==> config.mk <==
export PLATFORM = sky130hd
export DESIGN_NAME = aha_prog_clock_divider
export DESIGN_NICKNAME = d
export VERILOG_FILES = /design/src/rtl/aha_clk_div_pkg.sv /design/src/rtl/aha_clk_div_channel.sv /design/src/rtl/aha_prog_clock_divider.sv
export SDC_FILE = /design/constraint.sdc
export NUM_CORES = 1
export LEC_CHECK = 0
export ABC_AREA = 1
export BUFFER_PORTS_ARGS = -buffer_cell sky130_fd_sc_hd__buf_2
export CAP_MARGIN = 0
export CORE_UTILIZATION = 60
export DETAILED_ROUTE_END_ITERATION = 10
export PLACE_DENSITY = 0.81
export RECOVER_POWER = 100
export SLEW_MARGIN = 15
export SYNTH_ARGS = -nofsm -noshare
export SYNTH_HDL_FRONTEND = slang
export SYNTH_HIERARCHICAL = 1
export SYNTH_SLANG_ARGS = --single-unit
==> constraint.sdc <==
create_clock -name CLK_IN -period 0.92 [get_ports CLK_IN]
set_input_delay 0.138 -clock CLK_IN [delete_from_list [all_inputs] [get_ports CLK_IN]]
set_output_delay 0.138 -clock CLK_IN [all_outputs]
set_load 0.01 [all_outputs]
==> src/rtl/aha_clk_div_pkg.sv <==
// Shared definitions for the programmable clock divider: default sizing,
// channel FSM encoding and the per-channel reset divide code.
package aha_clk_div_pkg;

   localparam int DEF_NUM_CH = 6;
   localparam int DEF_DIV_W  = 6;

   typedef enum logic [1:0] {
      CH_IDLE     = 2'd0,
      CH_RUN      = 2'd1,
      CH_STOPPING = 2'd2
   } ch_state_e;

   function automatic int ch_width(input int num_ch);
      return (num_ch > 1) ? $clog2(num_ch) : 1;
   endfunction

   // Channel c comes out of reset dividing by 2^c, saturating at 2^div_w.
   function automatic int reset_code(input int ch, input int div_w);
      if (ch >= div_w) return (1 << div_w) - 1;
      return (1 << ch) - 1;
   endfunction

endpackage

==> src/rtl/aha_clk_div_channel.sv <==
// One divider channel: wrap counter, pending ratio register and the
// IDLE/RUN/STOPPING enable FSM. All outputs are registered.
module aha_clk_div_channel
   import aha_clk_div_pkg::*;
#(
   parameter int               DIV_W    = DEF_DIV_W,
   parameter logic [DIV_W-1:0] RST_CODE = '0
) (
   input  logic             clk_i,
   input  logic             rst_i,
   input  logic             en_i,
   input  logic             sync_i,
   input  logic             cfg_we_i,
   input  logic [DIV_W-1:0] cfg_div_i,
   output logic             pend_o,
   output logic             clk_out_o,
   output logic             clk_en_o,
   output logic             active_o,
   output logic [DIV_W-1:0] cur_div_o,
   output ch_state_e        state_o
);

   ch_state_e        state_q, state_d;
   logic [DIV_W-1:0] cnt_q, cnt_d;
   logic [DIV_W-1:0] div_q, div_d;
   logic [DIV_W-1:0] pdiv_q, pdiv_d;
   logic             pend_q, pend_d;
   logic             clk_out_q, clk_out_d;
   logic             clk_en_q, clk_en_d;
   logic             active_q, active_d;
   logic             wrap;
   logic             apply;

   assign wrap = (cnt_q == div_q);

   always_comb begin
      state_d = state_q;
      cnt_d   = cnt_q;
      div_d   = div_q;
      pend_d  = pend_q;
      pdiv_d  = pdiv_q;
      apply   = 1'b0;
      case (state_q)
         CH_IDLE: begin
            apply = pend_q;
            cnt_d = '0;
            if (en_i) state_d = CH_RUN;
         end
         CH_RUN, CH_STOPPING: begin
            // A dropped enable only takes effect at a natural wrap; SYNC never stops a channel.
            if (sync_i) begin
               cnt_d   = '0;
               apply   = pend_q;
               state_d = en_i ? CH_RUN : CH_STOPPING;
            end else if (wrap) begin
               cnt_d   = '0;
               apply   = pend_q;
               state_d = en_i ? CH_RUN : CH_IDLE;
            end else begin
               cnt_d   = cnt_q + DIV_W'(1);
               state_d = en_i ? CH_RUN : CH_STOPPING;
            end
         end
         default: state_d = CH_IDLE;
      endcase

      if (apply) begin
         div_d  = pdiv_q;
         pend_d = 1'b0;
      end
      if (cfg_we_i) begin
         pend_d = 1'b1;
         pdiv_d = cfg_div_i;
      end

      // Outputs are decoded from next-state so the flops line up with cnt.
      active_d  = (state_d != CH_IDLE);
      clk_en_d  = active_d && (cnt_d == div_d);
      clk_out_d = active_d && (cnt_d <= (div_d >> 1));
   end

   always_ff @(posedge clk_i or posedge rst_i) begin
      if (rst_i) begin
         state_q   <= CH_IDLE;
         cnt_q     <= '0;
         div_q     <= RST_CODE;
         pdiv_q    <= '0;
         pend_q    <= 1'b0;
         clk_out_q <= 1'b0;
         clk_en_q  <= 1'b0;
         active_q  <= 1'b0;
      end else begin
         state_q   <= state_d;
         cnt_q     <= cnt_d;
         div_q     <= div_d;
         pdiv_q    <= pdiv_d;
         pend_q    <= pend_d;
         clk_out_q <= clk_out_d;
         clk_en_q  <= clk_en_d;
         active_q  <= active_d;
      end
   end

   assign pend_o    = pend_q;
   assign clk_out_o = clk_out_q;
   assign clk_en_o  = clk_en_q;
   assign active_o  = active_q;
   assign cur_div_o = div_q;
   assign state_o   = state_q;

endmodule

==> src/rtl/aha_prog_clock_divider.sv <==
// Multi-channel programmable clock divider with per-channel ratio updates
// applied at period boundaries, enable/stop control and global phase SYNC.
module aha_prog_clock_divider
   import aha_clk_div_pkg::*;
#(
   parameter  int NUM_CH = DEF_NUM_CH,
   parameter  int DIV_W  = DEF_DIV_W,
   localparam int CH_W   = ch_width(NUM_CH)
) (
   input  logic                    CLK_IN,
   input  logic                    RESET,
   input  logic [NUM_CH-1:0]       CH_EN,
   input  logic                    SYNC,
   input  logic                    CFG_VALID,
   output logic                    CFG_READY,
   input  logic [CH_W-1:0]         CFG_CH,
   input  logic [DIV_W-1:0]        CFG_DIV,
   output logic [NUM_CH-1:0]       CLK_OUT,
   output logic [NUM_CH-1:0]       CLK_EN,
   output logic [NUM_CH-1:0]       CH_ACTIVE,
   output logic [NUM_CH*DIV_W-1:0] CUR_DIV,
   output logic [2*NUM_CH-1:0]     DBG_STATE
);

   logic [1:0]            rst_sync_q;
   logic                  rst_int;
   logic [NUM_CH-1:0]     pend;
   logic [NUM_CH-1:0]     cfg_we;
   logic [(1<<CH_W)-1:0]  pend_ext;

   // Reset asserts immediately, releases two CLK_IN edges later.
   always_ff @(posedge CLK_IN or posedge RESET) begin
      if (RESET) rst_sync_q <= 2'b11;
      else       rst_sync_q <= {rst_sync_q[0], 1'b0};
   end
   assign rst_int = rst_sync_q[1];

   // Out-of-range channel numbers read as "not pending" so they are accepted and dropped.
   always_comb begin
      pend_ext             = '0;
      pend_ext[NUM_CH-1:0] = pend;
   end
   assign CFG_READY = !pend_ext[CFG_CH];

   for (genvar c = 0; c < NUM_CH; c++) begin : g_ch
      ch_state_e st;

      assign cfg_we[c] = CFG_VALID && (CFG_CH == CH_W'(c)) && !pend[c];

      aha_clk_div_channel #(
         .DIV_W    (DIV_W),
         .RST_CODE (DIV_W'(reset_code(c, DIV_W)))
      ) u_ch (
         .clk_i     (CLK_IN),
         .rst_i     (rst_int),
         .en_i      (CH_EN[c]),
         .sync_i    (SYNC),
         .cfg_we_i  (cfg_we[c]),
         .cfg_div_i (CFG_DIV),
         .pend_o    (pend[c]),
         .clk_out_o (CLK_OUT[c]),
         .clk_en_o  (CLK_EN[c]),
         .active_o  (CH_ACTIVE[c]),
         .cur_div_o (CUR_DIV[c*DIV_W +: DIV_W]),
         .state_o   (st)
      );

      assign DBG_STATE[2*c +: 2] = st;
   end

endmodule

==> metrics.cfg, run 1 <==
[status]
status=stopped before the end
failing_step=clock tree synthesis (4_1_cts)
tool.error=[ERROR DPL-0038] Utilization greater than 100%, impossible to legalize

[synthesis]
synth_edf_count=0
synth_area_mm2=0.00884
netlist_instances=1125
synth_seq_cells=146
syn_nets=1186
yosys.area.top_type_share_pct=36.5
synth_top_cell_by_area=dfrtp_1
synthArstFlopShare_pct=100
synth_cell_type_count=29
synth_ff_type=dfrtp_1
ys_warn_count=6
ys_seq_area_share_pct=41.6
syn_area_per_cell_um2=7.86
synth_area_leaders=dfrtp_1 (37%), nand2_1 (12%), inv_1 (7.5%)

[clock_tree]
h-tree-depth=4
clock_path_buffers=2
cts.repair.resized=411
clock-sinks=146
cts_root_buffer=clkbuf_16
post-cts-setup-buffers=96
numCtsBuffers=17
hold_buffers=1

[floorplan]
die_w_um=123
die_h_um=123
initial_core_util_pct=62.5
boundaryPins=86
num_rows=43

[place]
dp_slack_ns=-1.36
portBuffers=85
dpl_cell_area_mm2=0.0124
gp_congestion=0.943
hpwlAfterDp_um=19900

[metrics by stage]
stage | cells | setup TNS [ns] | utilization (%)
detailed placement | 1678 | -89.50 | 87.7
global placement | 1678 | -82.49 | 87.7
floorplan | 1125 | -60.93 | -
[cells by family after synthesis]
family | share of synthesized area [%]
fa+ha+maj | 5.94
other cells | 0.0424
compound gates | 9.20
buf+inv | 10.8
flops | 41.6
simple gates | 27.4
xor+xnor | 2.48
mux | 2.55
[cell usage after synthesis, drive strengths merged, types with 9 or more instances]
library cell / count
nand2: 318
inv: 226
dfrtp: 129
nor2: 116
o21ai: 80
nand3: 70
ha: 42
xor2: 25
mux2: 20
a21oi: 18
nand4: 18
dfstp: 17
nor3: 9
==> run 2, diff against run 1 <==
--- a/config.mk
+++ b/config.mk
@@ -8,9 +8,9 @@
 export ABC_AREA = 1
 export BUFFER_PORTS_ARGS = -buffer_cell sky130_fd_sc_hd__buf_2
 export CAP_MARGIN = 0
-export CORE_UTILIZATION = 60
+export CORE_UTILIZATION = 40
 export DETAILED_ROUTE_END_ITERATION = 10
-export PLACE_DENSITY = 0.81
+export PLACE_DENSITY_LB_ADDON = 0.15
 export RECOVER_POWER = 100
 export SLEW_MARGIN = 15
 export SYNTH_ARGS = -nofsm -noshare
==> metrics.cfg, run 2 <==
[status]
status=finished, violations left
violations=hold timing, setup timing

[floorplan]
die_w_um=151  ; +22%
dieArea_mm2=0.0227
initial_core_util_pct=40.6  ; -22 points
num_rows=54  ; +26%
boundaryPins=86  ; unchanged
die_h_um=151  ; +22%
core_area_mm2=0.0218

[grt]
antenna_found_initial=1
grt_max_degree=25
grt_pass1_wl_um=41600
grtUsageTotal_pct=23.7
grt_pass1_vias=8813
overflow=0

[synthesis]
yosys.area_share.simple_pct=27.4  ; unchanged
ys_seq_area_share_pct=41.6  ; unchanged
synth_common_cells=nand2_1 (279), inv_1 (176), dfrtp_1 (129)
synth_mux_area_share_pct=2.55  ; unchanged
synthAdderAreaFrac_pct=5.94  ; unchanged
syn_nets=1186  ; unchanged
ys_warn_count=6  ; unchanged
syn_area_per_cell_um2=7.86  ; unchanged
synth_top_cell_by_area=dfrtp_1
netlist_instances=1125  ; unchanged
synth_area_mm2=0.00884  ; unchanged
synthArstFlopShare_pct=100  ; unchanged
synth_edf_count=0  ; unchanged
synth-compound-area-share_pct=9.20  ; unchanged
synth_xor_area_share_pct=2.48  ; unchanged
yosys.area.top_type_share_pct=36.5  ; unchanged
synth_top_family_by_area=simple AND/OR/NAND/NOR gates
synth_cell_type_count=29  ; unchanged
synth_ff_type=dfrtp_1
synth_area_leaders=dfrtp_1 (37%), nand2_1 (12%), inv_1 (7.5%)
synth_seq_cells=146  ; unchanged
synth.most_common_cell=nand2_1

[detailed_routing]
post_drt_via_cell_ratio=4.82
totalWireLength_um=28800
final_antenna_net_count=0
initialDrtViolationCount=435
num_vias=9170
drt-wirelength-per-cell_um=15.1
drc_errors=0
drtPass1Iterations=5

[timing]
rsz0062_at_grt=true
maxClockFrequency_mhz=434
fin_crit_ns=2.30
skew_ns=0.0130
finalHoldWorstSlack_ns=-0.112
fin_crit_sh_pct=250
drv_slew=0
worst_slack_ns=-1.38
setup_viol=211
fin_setup_tns_ns=-116.37
hold_viol=3

[power_and_ir_drop]
ir_worst_vdd_mv=1.99
p_per_area_mw_per_mm2=3690
p_leak_nw=7.92

[worst_setup_path]
critPathLaunchType=flip-flop
slowest_stage=dfstp_2
endpoint_kind=flip-flop
crit_required_ns=1.24
criticalPathCategory=reg2reg
slowest_delay_ns=0.56
crit_chain=inv_2 -> nand2_1 -> nand2_1 -> nor2_2 -> nand3_2 -> nand3_4 -> nand2_8 -> o21ai_4 -> inv_2 -> ha_4 -> nand2_2 -> a21oi_2 -> nand4_1 -> nand3_1 -> a21oi_2
cp_max_fo=8
arrival_ns=2.63

[clock_tree]
cts_root_buffer=clkbuf_16
clk_latency_ns=0.43
h-tree-depth=4  ; unchanged
clk_pin_slew_worst_paths_ns=0.06
cts_tree=done
clock-sinks=146  ; unchanged
clock_path_buffers=2  ; unchanged
hold_buffers=2  ; +1
numCtsBuffers=17  ; unchanged

[final_layout]
final_core_util_pct=73.1
layout-drive-gt1-share_pct=60.6
multi_input_area_mm2=0.00605
n_fill_cell=1498
final_common_cell=buf_6
ff_latch_area_mm2=0.00369
mostFrequentLayoutCells=buf_6 (217), nand2_1 (209), buf_4 (201), dfrtp_1 (117), inv_1 (106)
instances_no_fill=1904
final_nets=1671
syn_to_final_growth_pct=80.0

[place]
dp_cells=1795  ; +7.0%
hpwlAfterDp_um=17800  ; -11%
dp_slack_ns=-1.34  ; +0.0199 ns
gp_congestion=0.859  ; -9.0%
portBuffers=85  ; unchanged

[worst_hold_path]
hp-class=in2reg

[run]
maxCapViolCount=0

## run 2: cell counts after synthesis
No cell type changed its count.
## run 2: final timing paths
path	from	endpoint	slack, ns	depth (start not counted)
worst min-delay path	CH_EN[2]	g_ch[2].u_ch/state_o[1]$_DFF_PP0_	-0.11	2
min in group asynchronous	RESET	rst_sync_q[0]$_DFF_PP1_	0.32	3
max in group asynchronous	rst_sync_q[1]$_DFF_PP1_	g_ch[5].u_ch/cur_div_o[3]$_DFF_PP1_	0.14	2
worst max-delay path	g_ch[5].u_ch/cur_div_o[3]$_DFF_PP1_	g_ch[5].u_ch/clk_out_o$_DFF_PP0_	-1.38	15
worst min register to register	rst_sync_q[0]$_DFF_PP1_	rst_sync_q[1]$_DFF_PP1_	0.36	0
worst max register to register	g_ch[5].u_ch/cur_div_o[3]$_DFF_PP1_	g_ch[5].u_ch/clk_out_o$_DFF_PP0_	-1.38	15
## run 2: kinds of logic (layout without fill, tap and decap cells)
family                     Yosys count  in the layout
and+or+nand+nor                    538            543
buffers and inverters              243            736
DFF                                146            146
AOI/OAI and AO/OA                  110            110
adders and majority gates           42             42
xor gates and xnor gates            25             25
muxes                               20             20
other                                1              2
## run 2: cell type report
class                      instances  share of cell area (%)
multi-input combinational        741                    38.0
tap                              280                    2.20
antenna                            1                  0.0157
inverter                         231                    5.89
sequential                       146                    23.2
clock buffer                      28                    3.31
clock inverter                     4                   0.299
timing repair buffer             473                    27.1
## run 2: power breakdown
part	switching (mW)	internal, mW
Clock	2.68	4.15
Combinational	19.7	20.9
Sequential	2.16	9.13
Total	24.5	34.2
## run 2: per-layer routing
metal | GRT usage [%] | share of wire (%)
met1 | 30.7 | 43
met4 | 6.60 | 2.1
met2 | 40.9 | 51
met3 | 3.70 | 3.0
met5 | 0 | 0
## run 2: critical path: cells and delay by family (launching register included)
family	cells	cell delay, ns
DFF	1	0.56
AOI/OAI and AO/OA	3	0.37
buffers and inverters	2	0.12
adders and majority gates	1	0.26
and+or+nand+nor	9	0.87
## run 2: repair_timing
item | CTS | global route
setup endpoints to repair | 211 | 211
setup buffers | 71 | 63
resized for setup | 300 | 255
pin swaps | 78 | 132
gates cloned | 6 | 0
hold endpoints to repair | 8 | 3
## run 2: metrics by stage
stage / power (mW) / cell area [um2]
2_1_floorplan: 26.7 / 9560
3_3_place_gp: 38.4 / 12600
3_5_place_dp: 38.9 / 12600
4_1_cts: 53.0 / 14900
5_1_grt: 62.4 / 15900
6_report: 58.7 / 15900
Note: power is estimated with default switching activity, not from simulation.
